$ cat src/rtl/game_pkg.sv
// game_pkg
// Shared definitions for the score display path: the binary score width,
// the conversion FSM state encoding, active-low seven-segment patterns
// ({g,f,e,d,c,b,a}, 0 = segment lit) and the all-anodes-off constant.
// Also provides seg_decode(), which maps a BCD nibble to its segment pattern.
package game_pkg;

  localparam int SCORE_W = 13;

  typedef enum logic [1:0] {
    IDLE,
    CONVERT,
    DONE
  } state_t;

  localparam logic [6:0] SEG_0     = 7'b1000000;
  localparam logic [6:0] SEG_1     = 7'b1111001;
  localparam logic [6:0] SEG_2     = 7'b0100100;
  localparam logic [6:0] SEG_3     = 7'b0110000;
  localparam logic [6:0] SEG_4     = 7'b0011001;
  localparam logic [6:0] SEG_5     = 7'b0010010;
  localparam logic [6:0] SEG_6     = 7'b0000010;
  localparam logic [6:0] SEG_7     = 7'b1111000;
  localparam logic [6:0] SEG_8     = 7'b0000000;
  localparam logic [6:0] SEG_9     = 7'b0010000;
  localparam logic [6:0] SEG_BLANK = 7'b1111111;

  localparam logic [3:0] AN_OFF = 4'b1111;

  // Nibbles 10-15 never come out of a correct conversion; they go dark
  // rather than showing a misleading glyph.
  function automatic logic [6:0] seg_decode(input logic [3:0] nib);
    logic [6:0] pat;
    case (nib)
      4'd0:    pat = SEG_0;
      4'd1:    pat = SEG_1;
      4'd2:    pat = SEG_2;
      4'd3:    pat = SEG_3;
      4'd4:    pat = SEG_4;
      4'd5:    pat = SEG_5;
      4'd6:    pat = SEG_6;
      4'd7:    pat = SEG_7;
      4'd8:    pat = SEG_8;
      4'd9:    pat = SEG_9;
      default: pat = SEG_BLANK;
    endcase
    return pat;
  endfunction

endpackage

$ cat src/rtl/bin2bcd_seq.sv
// bin2bcd_seq
// Sequential double-dabble converter: one shift-add-3 step per clock.
// Ports:
//   clk    - system clock
//   reset  - asynchronous, active-low reset
//   bin    - binary value, sampled when start is seen in IDLE
//   start  - request to begin a conversion (ignored unless IDLE)
//   busy   - high from the cycle after start until the result is handed off
//   bcd    - 4 BCD digits, valid while done is high
//   done   - one-cycle strobe marking the hand-off cycle
module bin2bcd_seq #(
  parameter int SCORE_W = game_pkg::SCORE_W
) (
  input  logic               clk,
  input  logic               reset,
  input  logic [SCORE_W-1:0] bin,
  input  logic               start,
  output logic               busy,
  output logic [15:0]        bcd,
  output logic               done
);
  import game_pkg::*;

  localparam int BCD_W = 16;
  localparam int SR_W  = BCD_W + SCORE_W;
  localparam int CNT_W = $clog2(SCORE_W + 1);

  state_t            state_q, state_d;
  logic [SR_W-1:0]   shift_q, shift_d;
  logic [CNT_W-1:0]  cnt_q, cnt_d;
  logic [SR_W-1:0]   adj;

  always_ff @(posedge clk or negedge reset) begin
    if (!reset) begin
      state_q <= IDLE;
      shift_q <= '0;
      cnt_q   <= '0;
    end else begin
      state_q <= state_d;
      shift_q <= shift_d;
      cnt_q   <= cnt_d;
    end
  end

  // The register holds {BCD field, binary field}; each CONVERT cycle
  // corrects any nibble >= 5 and then shifts the binary MSB into the BCD field.
  always_comb begin
    state_d = state_q;
    shift_d = shift_q;
    cnt_d   = cnt_q;
    adj     = shift_q;
    case (state_q)
      IDLE: begin
        if (start) begin
          shift_d = {{BCD_W{1'b0}}, bin};
          cnt_d   = '0;
          state_d = CONVERT;
        end
      end
      CONVERT: begin
        for (int i = 0; i < BCD_W / 4; i++) begin
          if (adj[SCORE_W + 4*i +: 4] >= 4'd5) begin
            adj[SCORE_W + 4*i +: 4] = adj[SCORE_W + 4*i +: 4] + 4'd3;
          end
        end
        shift_d = {adj[SR_W-2:0], 1'b0};
        cnt_d   = cnt_q + CNT_W'(1);
        if (cnt_q == CNT_W'(SCORE_W - 1)) begin
          state_d = DONE;
        end
      end
      DONE: begin
        state_d = IDLE;
      end
      default: begin
        state_d = IDLE;
      end
    endcase
  end

  assign busy = (state_q != IDLE);
  assign done = (state_q == DONE);
  assign bcd  = shift_q[SCORE_W +: BCD_W];

endmodule

$ cat src/rtl/score_display.sv
// score_display
// Converts the game score to BCD on a load strobe and scans it onto a
// 4-digit multiplexed seven-segment display (segments and anodes active-low).
// Ports:
//   clk      - system clock
//   reset    - asynchronous, active-low reset
//   score_in - binary score from the score counter
//   load     - single-cycle request to sample score_in (ignored while busy)
//   busy     - conversion in progress
//   seg      - segment drive {g,f,e,d,c,b,a}, active-low
//   an       - anode select, active-low, an[0] = ones digit
//   dp       - decimal point, active-low, always off
// Build option: define SCORE_DISPLAY_BLANK_EN to blank leading zeros
// (ones digit always shown). Default build shows all four digits.
module score_display #(
  parameter int SCORE_W     = game_pkg::SCORE_W,
  parameter int REFRESH_DIV = 100000,
  parameter int DIGITS      = 4
) (
  input  logic               clk,
  input  logic               reset,
  input  logic [SCORE_W-1:0] score_in,
  input  logic               load,
  output logic               busy,
  output logic [6:0]         seg,
  output logic [DIGITS-1:0]  an,
  output logic               dp
);
  import game_pkg::*;

  localparam int RCNT_W = (REFRESH_DIV > 2) ? $clog2(REFRESH_DIV) : 1;
  localparam int SEL_W  = $clog2(DIGITS);

  logic [15:0]        conv_bcd;
  logic               conv_done;

  logic [4*DIGITS-1:0] disp_q, disp_d;
  logic [RCNT_W-1:0]   rcnt_q, rcnt_d;
  logic [SEL_W-1:0]    sel_q, sel_d;
  logic [DIGITS-1:0]   an_q, an_d;
  logic [6:0]          seg_q, seg_d;

  bin2bcd_seq #(.SCORE_W(SCORE_W)) u_conv (
    .clk   (clk),
    .reset (reset),
    .bin   (score_in),
    .start (load),
    .busy  (busy),
    .bcd   (conv_bcd),
    .done  (conv_done)
  );

  always_ff @(posedge clk or negedge reset) begin
    if (!reset) begin
      disp_q <= '0;
      rcnt_q <= '0;
      sel_q  <= '0;
      an_q   <= AN_OFF & ~4'b0001;
      seg_q  <= SEG_0;
    end else begin
      disp_q <= disp_d;
      rcnt_q <= rcnt_d;
      sel_q  <= sel_d;
      an_q   <= an_d;
      seg_q  <= seg_d;
    end
  end

  // The display value only moves on the converter's hand-off strobe, so the
  // segments never show a half-converted number. Anode/segment registers are
  // fed from the next-state digit select so they stay aligned with it.
  always_comb begin
    disp_d = conv_done ? conv_bcd : disp_q;
    rcnt_d = rcnt_q + RCNT_W'(1);
    sel_d  = sel_q;
    if (rcnt_q == RCNT_W'(REFRESH_DIV - 1)) begin
      rcnt_d = '0;
      sel_d  = sel_q + SEL_W'(1);
    end
    an_d = AN_OFF & ~(DIGITS'(1) << sel_d);
`ifdef SCORE_DISPLAY_BLANK_EN
    begin
      logic all_zero;
      logic blank;
      all_zero = 1'b1;
      blank    = 1'b0;
      for (int i = DIGITS - 1; i > 0; i--) begin
        all_zero = all_zero & (disp_d[4*i +: 4] == 4'd0);
        if ((int'(sel_d) == i) && all_zero) begin
          blank = 1'b1;
        end
      end
      seg_d = blank ? SEG_BLANK : seg_decode(disp_d[{sel_d, 2'b00} +: 4]);
    end
`else
    seg_d = seg_decode(disp_d[{sel_d, 2'b00} +: 4]);
`endif
  end

  assign an  = an_q;
  assign seg = seg_q;
  assign dp  = 1'b1;

endmodule

$ cat config.mk
export PLATFORM = sky130hd
export DESIGN_NAME = score_display
export DESIGN_NICKNAME = d
export VERILOG_FILES = /design/src/rtl/game_pkg.sv /design/src/rtl/bin2bcd_seq.sv /design/src/rtl/score_display.sv
export SDC_FILE = /design/constraint.sdc
export NUM_CORES = 1
export LEC_CHECK = 0
export ABC_CLOCK_PERIOD_IN_PS = 3600
export CAP_MARGIN = 20
export CORE_ASPECT_RATIO = 1.1
export CORE_MARGIN = 5
export CORE_UTILIZATION = 49
export DETAILED_ROUTE_END_ITERATION = 8
export PLACE_DENSITY = 0.64
export SYNTH_ARGS = -nofsm -noshare
export SYNTH_HDL_FRONTEND = slang
export SYNTH_SLANG_ARGS = --single-unit
$ cat constraint.sdc
create_clock -name clk -period 3.6 [get_ports clk]
set_clock_uncertainty 0.2 [all_clocks]
set_input_delay 0.36 -clock clk [delete_from_list [all_inputs] [get_ports clk]]
set_output_delay 0.36 -clock clk [all_outputs]
set_load 0.005 [all_outputs]
=== After elaboration in Yosys (flattened, before gate mapping) ===
Memory sizes are Yosys's and may differ from the RTL's. A register that Yosys moved wholly into a read port is not among the register bits.
Index checks and enable logic that the tools add are counted.

* Bits in writable memories: 0
* Memories kept: 1
* Register bits after elaboration: 74
* Bits in read-only memories: 112
* Latch bits: 0
* Output and inout port bits: 13

* Shifts and indexed selects: 2
* $mul: 0
* Div/mod/pow operators: 0
* Reductions and logical operators: 6
* Add/subtract/negate cells: 7
* Equal/unequal tests: 6
* Bitwise operators: 1
* Mux-type cells: 14
* $lt $le $gt $ge: 4

{| class="wikitable"
|+ Memories
! name !! depth !! bits a word !! read ports !! clocked after memory_dff !! write ports !! RTL line !! source
|-
| (no name shown) || 16 || 7 || 1 || 1 || 0 || game_pkg.sv:34 || <nowiki>case (nib)</nowiki>
|}

{| class="wikitable"
|+ Operators by type and width
! kind !! count
|-
| one-hot mux 29 bit (2 select lines) || 1
|-
| two-way mux 29 bit || 1
|-
| adder 17 x 1 -> 17 bit (second input constant) || 1
|-
| == test 17 bit (second input constant) || 1
|-
| two-way mux 17 bit || 1
|-
| >= comparator 4 x 3 -> 1 bit (second input constant) || 4
|-
| two-way mux 16 bit || 1
|-
| two-way mux 4 bit || 4
|-
| variable part select 16 x 5 -> 4 bit || 1
|-
| adder 4 x 2 -> 4 bit (second input constant) || 3
|-
| one-hot mux 4 bit (2 select lines) || 1
|-
| two-way mux 2 bit || 3
|-
| adder 4 x 1 -> 4 bit (second input constant) || 1
|-
| == test 4 bit (second input constant) || 1
|-
| inverter 4 bit || 1
|-
| one-hot mux 2 bit (2 select lines) || 1
|-
| AND reduction 2 bit || 2
|-
| nonzero test 2 bit || 2
|-
| left shift 1 x 2 -> 4 bit (first input constant) || 1
|-
| adder 3 x 2 -> 3 bit (second input constant) || 1
|-
| two-way mux 3 bit || 1
|-
| adder 2 x 1 -> 2 bit (second input constant) || 1
|-
| == test 2 x 1 -> 1 bit (second input constant) || 1
|-
| == test 2 bit (second input constant) || 1
|-
| other kinds (4) || 4
|}

=== Depth between registers and ports, before layout ===
* Depth after elaboration: 4
* Gate-level depth with buffers: 10

=== Hierarchy ===
Synthesis repeated with hierarchy kept, for this count alone.

* Cell total of the unflattened synthesis: 426
* Area, all modules: 4421.7 um^2

{| class="wikitable"
|+ Modules (own cells, without submodules)
! module !! cells each !! area an instance (um^2) !! times used !! sequential area each (um^2)
|-
| score_display || 225 || 2442.3 || 1 || 1156.1
|-
| bin2bcd_seq || 201 || 1979.4 || 1 || 875.8
|}

=== Worst setup path before layout ===
No wires, ideal clock.

* Kind: register to register
* Start: reg rcnt_q[13]
* End: reg seg_q[4], in the netlist seg[4]
* Arrival: 2.472 ns
* Stages on the path, launching flop included: 8
* Setup slack: 0.850 ns
* Cells stage by stage: dfrtp_1 or4b_4 nor4_4 mux2i_1 o211ai_1 ha_1 mux2_1 a21oi_1

* Longest elaborated chain between the ends: 3

{| class="wikitable"
|+ RTL lines
! element !! RTL line !! source
|-
| start, declared || score_display.sv:38 || <nowiki>logic [RCNT_W-1:0] rcnt_q, rcnt_d;</nowiki>
|-
| start signal, assigned || score_display.sv:62 || <nowiki>rcnt_q <= rcnt_d;</nowiki>
|-
| == test 17 bit || score_display.sv:76 || <nowiki>if (rcnt_q == RCNT_W'(REFRESH_DIV - 1)) begin</nowiki>
|-
| two-way mux 2 bit || score_display.sv:76 ||
|-
| variable part select 16 x 5 -> 4 bit || score_display.sv:96 || <nowiki>seg_d = seg_decode(disp_d[{sel_d, 2'b00} +: 4]);</nowiki>
|-
| end, declared || score_display.sv:41 || <nowiki>logic [6:0] seg_q, seg_d;</nowiki>
|}

Every way passes these cells.
A chain may end at the register's enable or synchronous reset.

=== Worst setup path in the final report ===
* Start: reg rcnt_q[12]
* End: reg seg_q[4], in the netlist seg[4]

The elaborated chain is that of the path after synthesis.

==> metrics <==
DRC=0; Total Wirelength=8220 um; TNS Setup=0 ns; drt first-iter violations=100; worst path required time=3.67 ns; cells after synthesis=416; largest net degree at the start of global routing=approximately 80; initial antenna violation count=0; Leakage=between 2 and 2.5 nW; clk_lat worst skew=around 0.34 ns; Starting Density=0.504; critical path peak fanout=7; die area=10,700 um^2; Final #Nets=474; worst hold path class=primary input to asynchronous set/reset pin; Num CTS Buffers=9; vias per cell=5.45; WP data arrival=around 3.0 ns; Vias=3,040; mapped cell area=4260 um^2; Ports=29; Non-Filler Instances=558; Placer Congestion=0.737; Pre-antenna DRT Iters=4; cell taking the most area after synthesis=dfrtp_1; EDFF count, synth=0; maximum clock path buffer count=2; remaining antenna violation count after routing=0; gr ovfl total=0; register-to-register setup slack=roughly 0.63 ns; Async SR Flop Fraction=1.00; Most used DFF post-synth=dfrtp_1; register area share after synthesis=0.477; CP startpoint=rcnt_q[12]$_DFF_PN0_; power per cell area=about 670 nW/um^2; PostCTS Resize Cnt=0; post-layout minimum cycle time=2.97 ns; chip width=98.9 um; die height=about 110 um; Max Transition Viols Final=0; commonest cells in the netlist=dfrtp_1 (77), o21ai_0 (33), nand2_1 (29); yosys warns=0; Sink Count=81; RSZ-0062 raised after global routing=false; site row count=35; WS Path Type=register to register; first-pass GRT wire length=14,700 um; Rel. slew slack=0.425; CTS tree=built; Reg area=approximately 2000 um^2; Port-buffer cells=27; area of the multi-input gates=approximately 2100 um^2; DP Wirelength=roughly 5500 um; Worst R2R End=seg[4]$_DFF_PN0_; crit share post-route=0.824; Net Count, Synth=448; worst vdd ir=305 uV; # placed instances=540; diode count=0; Syn-to-layout area delta=15.7%; most numerous cell in the Yosys netlist=dfrtp_1; Critical Path End Type=register; Netlist cell types=46; Worst Reg-to-Reg Cells=7; Core Box Area=8450 um^2; top cells by area, synth=dfrtp_1 (45%), ha_1 (4.7%), mux2i_1 (4.0%); top cell type's share of synthesized area=0.453; vias in the first global route=between 3k and 4k; Hold Vio Cnt, Final=0; routed len/inst=14.7 um; layout cells sized above 1=0.0984; max_cap viols=0; #FFs+latches synth=81; cts-stage hold buffer count=0; launch point of the worst reg-to-reg path=rcnt_q[12]$_DFF_PN0_; fillers=704; GRT Resource Usage Total=0.169; worst slew pin tran=0.861 ns; run status=complete, no violations; Mean Syn Cell Area=10.2 um^2; critical path launch point type=register; # setup viols final=0; total power=approximately 3.3 mW; post-CTS setup buffer count=0; H-tree depth=3; clock root cell=clkbuf_8; maximum clock frequency=337 MHz; CTS clk-pin slew, worst paths=around 0.08 ns
[power by group]
| group | internal, mW | total, mW | switching (mW) |
|---|---|---|---|
| clock network | 0.501 | 0.825 | 0.325 |
| registers | 1.16 | 1.37 | 0.204 |
| logic | 0.513 | 1.11 | 0.600 |
| total | 2.18 | 3.30 | 1.13 |
[critical path, cell delays in order (launching register included)]
cell and delay (ns):
dfrtp_1 0.43, or4b_4 0.57, nor4_4 0.52, mux2i_1 0.26
o211ai_1 0.21, ha_1 0.27, mux2_1 0.28, a21oi_1 0.14
[layer usage]
| metal | share of wire | track usage |
|---|---|---|
| met1 | 0.46 | 0.215 |
| met2 | 0.50 | 0.290 |
| met3 | 0.030 | 0.0389 |
| met4 | 0.010 | 0.0400 |
| met5 | 0 | 0 |
[registers in the layout, summed over array words and instances, names as in the netlist]
register        cells
an                  4
disp_q             16
rcnt_q             17
seg                 7
sel_q               2
u_conv.cnt_q        4
u_conv.shift_q     29
u_conv.state_q      2
[cells in the final DEF (no fill, tap or decap), types with 8 or more instances in the layout]
cell	count
nor2_1	16
a211oi_1	11
a21o_1	9
a22oi_1	12
clkbuf_8	11
nor3_1	8
ha_1	16
nand3_1	14
buf_4	8
mux2i_1	17
a21oi_1	26
o21ai_0	33
nand2_1	29
xnor2_1	14
clkdlybuf4s50_1	26
inv_1	22
dfrtp_1	77
nand2b_1	10
xor2_1	9
nor2b_1	17
[worst max path at each step]
stage,endpoint,slack (ns),cells past startpoint
3_5_place_dp,seg[4]$_DFF_PN0_,0.63,7
4_1_cts,seg[4]$_DFF_PN0_,0.61,7
2_1_floorplan,seg[4]$_DFF_PN0_,0.85,7
3_3_place_gp,seg[4]$_DFF_PN0_,0.71,7
6_report,seg[4]$_DFF_PN0_,0.63,7
5_1_grt,seg[3]$_DFF_PN0_,0.40,8
[area by class of cell]
type / count / area share
Clock buffer: 12 / 0.0315
Clock inverter: 4 / 0.0201
Inverter: 23 / 0.0175
Multi-Input combinational cell: 291 / 0.418
Sequential cell: 81 / 0.412
Tap cell: 111 / 0.0282
Timing Repair Buffer: 36 / 0.0726
[cells by family after synthesis]
family | after synthesis | synth area share
simple gates | 115 | 0.155
other cells | 1 | 0.000881
buf+inv | 44 | 0.0397
fa+ha+maj | 16 | 0.0470
xor+xnor | 23 | 0.0473
compound gates | 111 | 0.169
mux | 25 | 0.0646
flops | 81 | 0.477
[stage by stage]
stage | instance area (um^2) | worst slack, ns | util | hold slack [ns]
final | 4930 | 0.635 | 0.583 | 0.232
after global routing | 4930 | 0.399 | 0.583 | 0.236
after CTS | 4890 | 0.610 | 0.578 | 0.0126
after detailed placement | 4630 | 0.628 | 0.548 | 0.280
after global placement | 4630 | 0.708 | 0.548 | 0.270
after floorplan | 4260 | 0.850 | - | -0.136
Power figures use the tool's default switching activity.
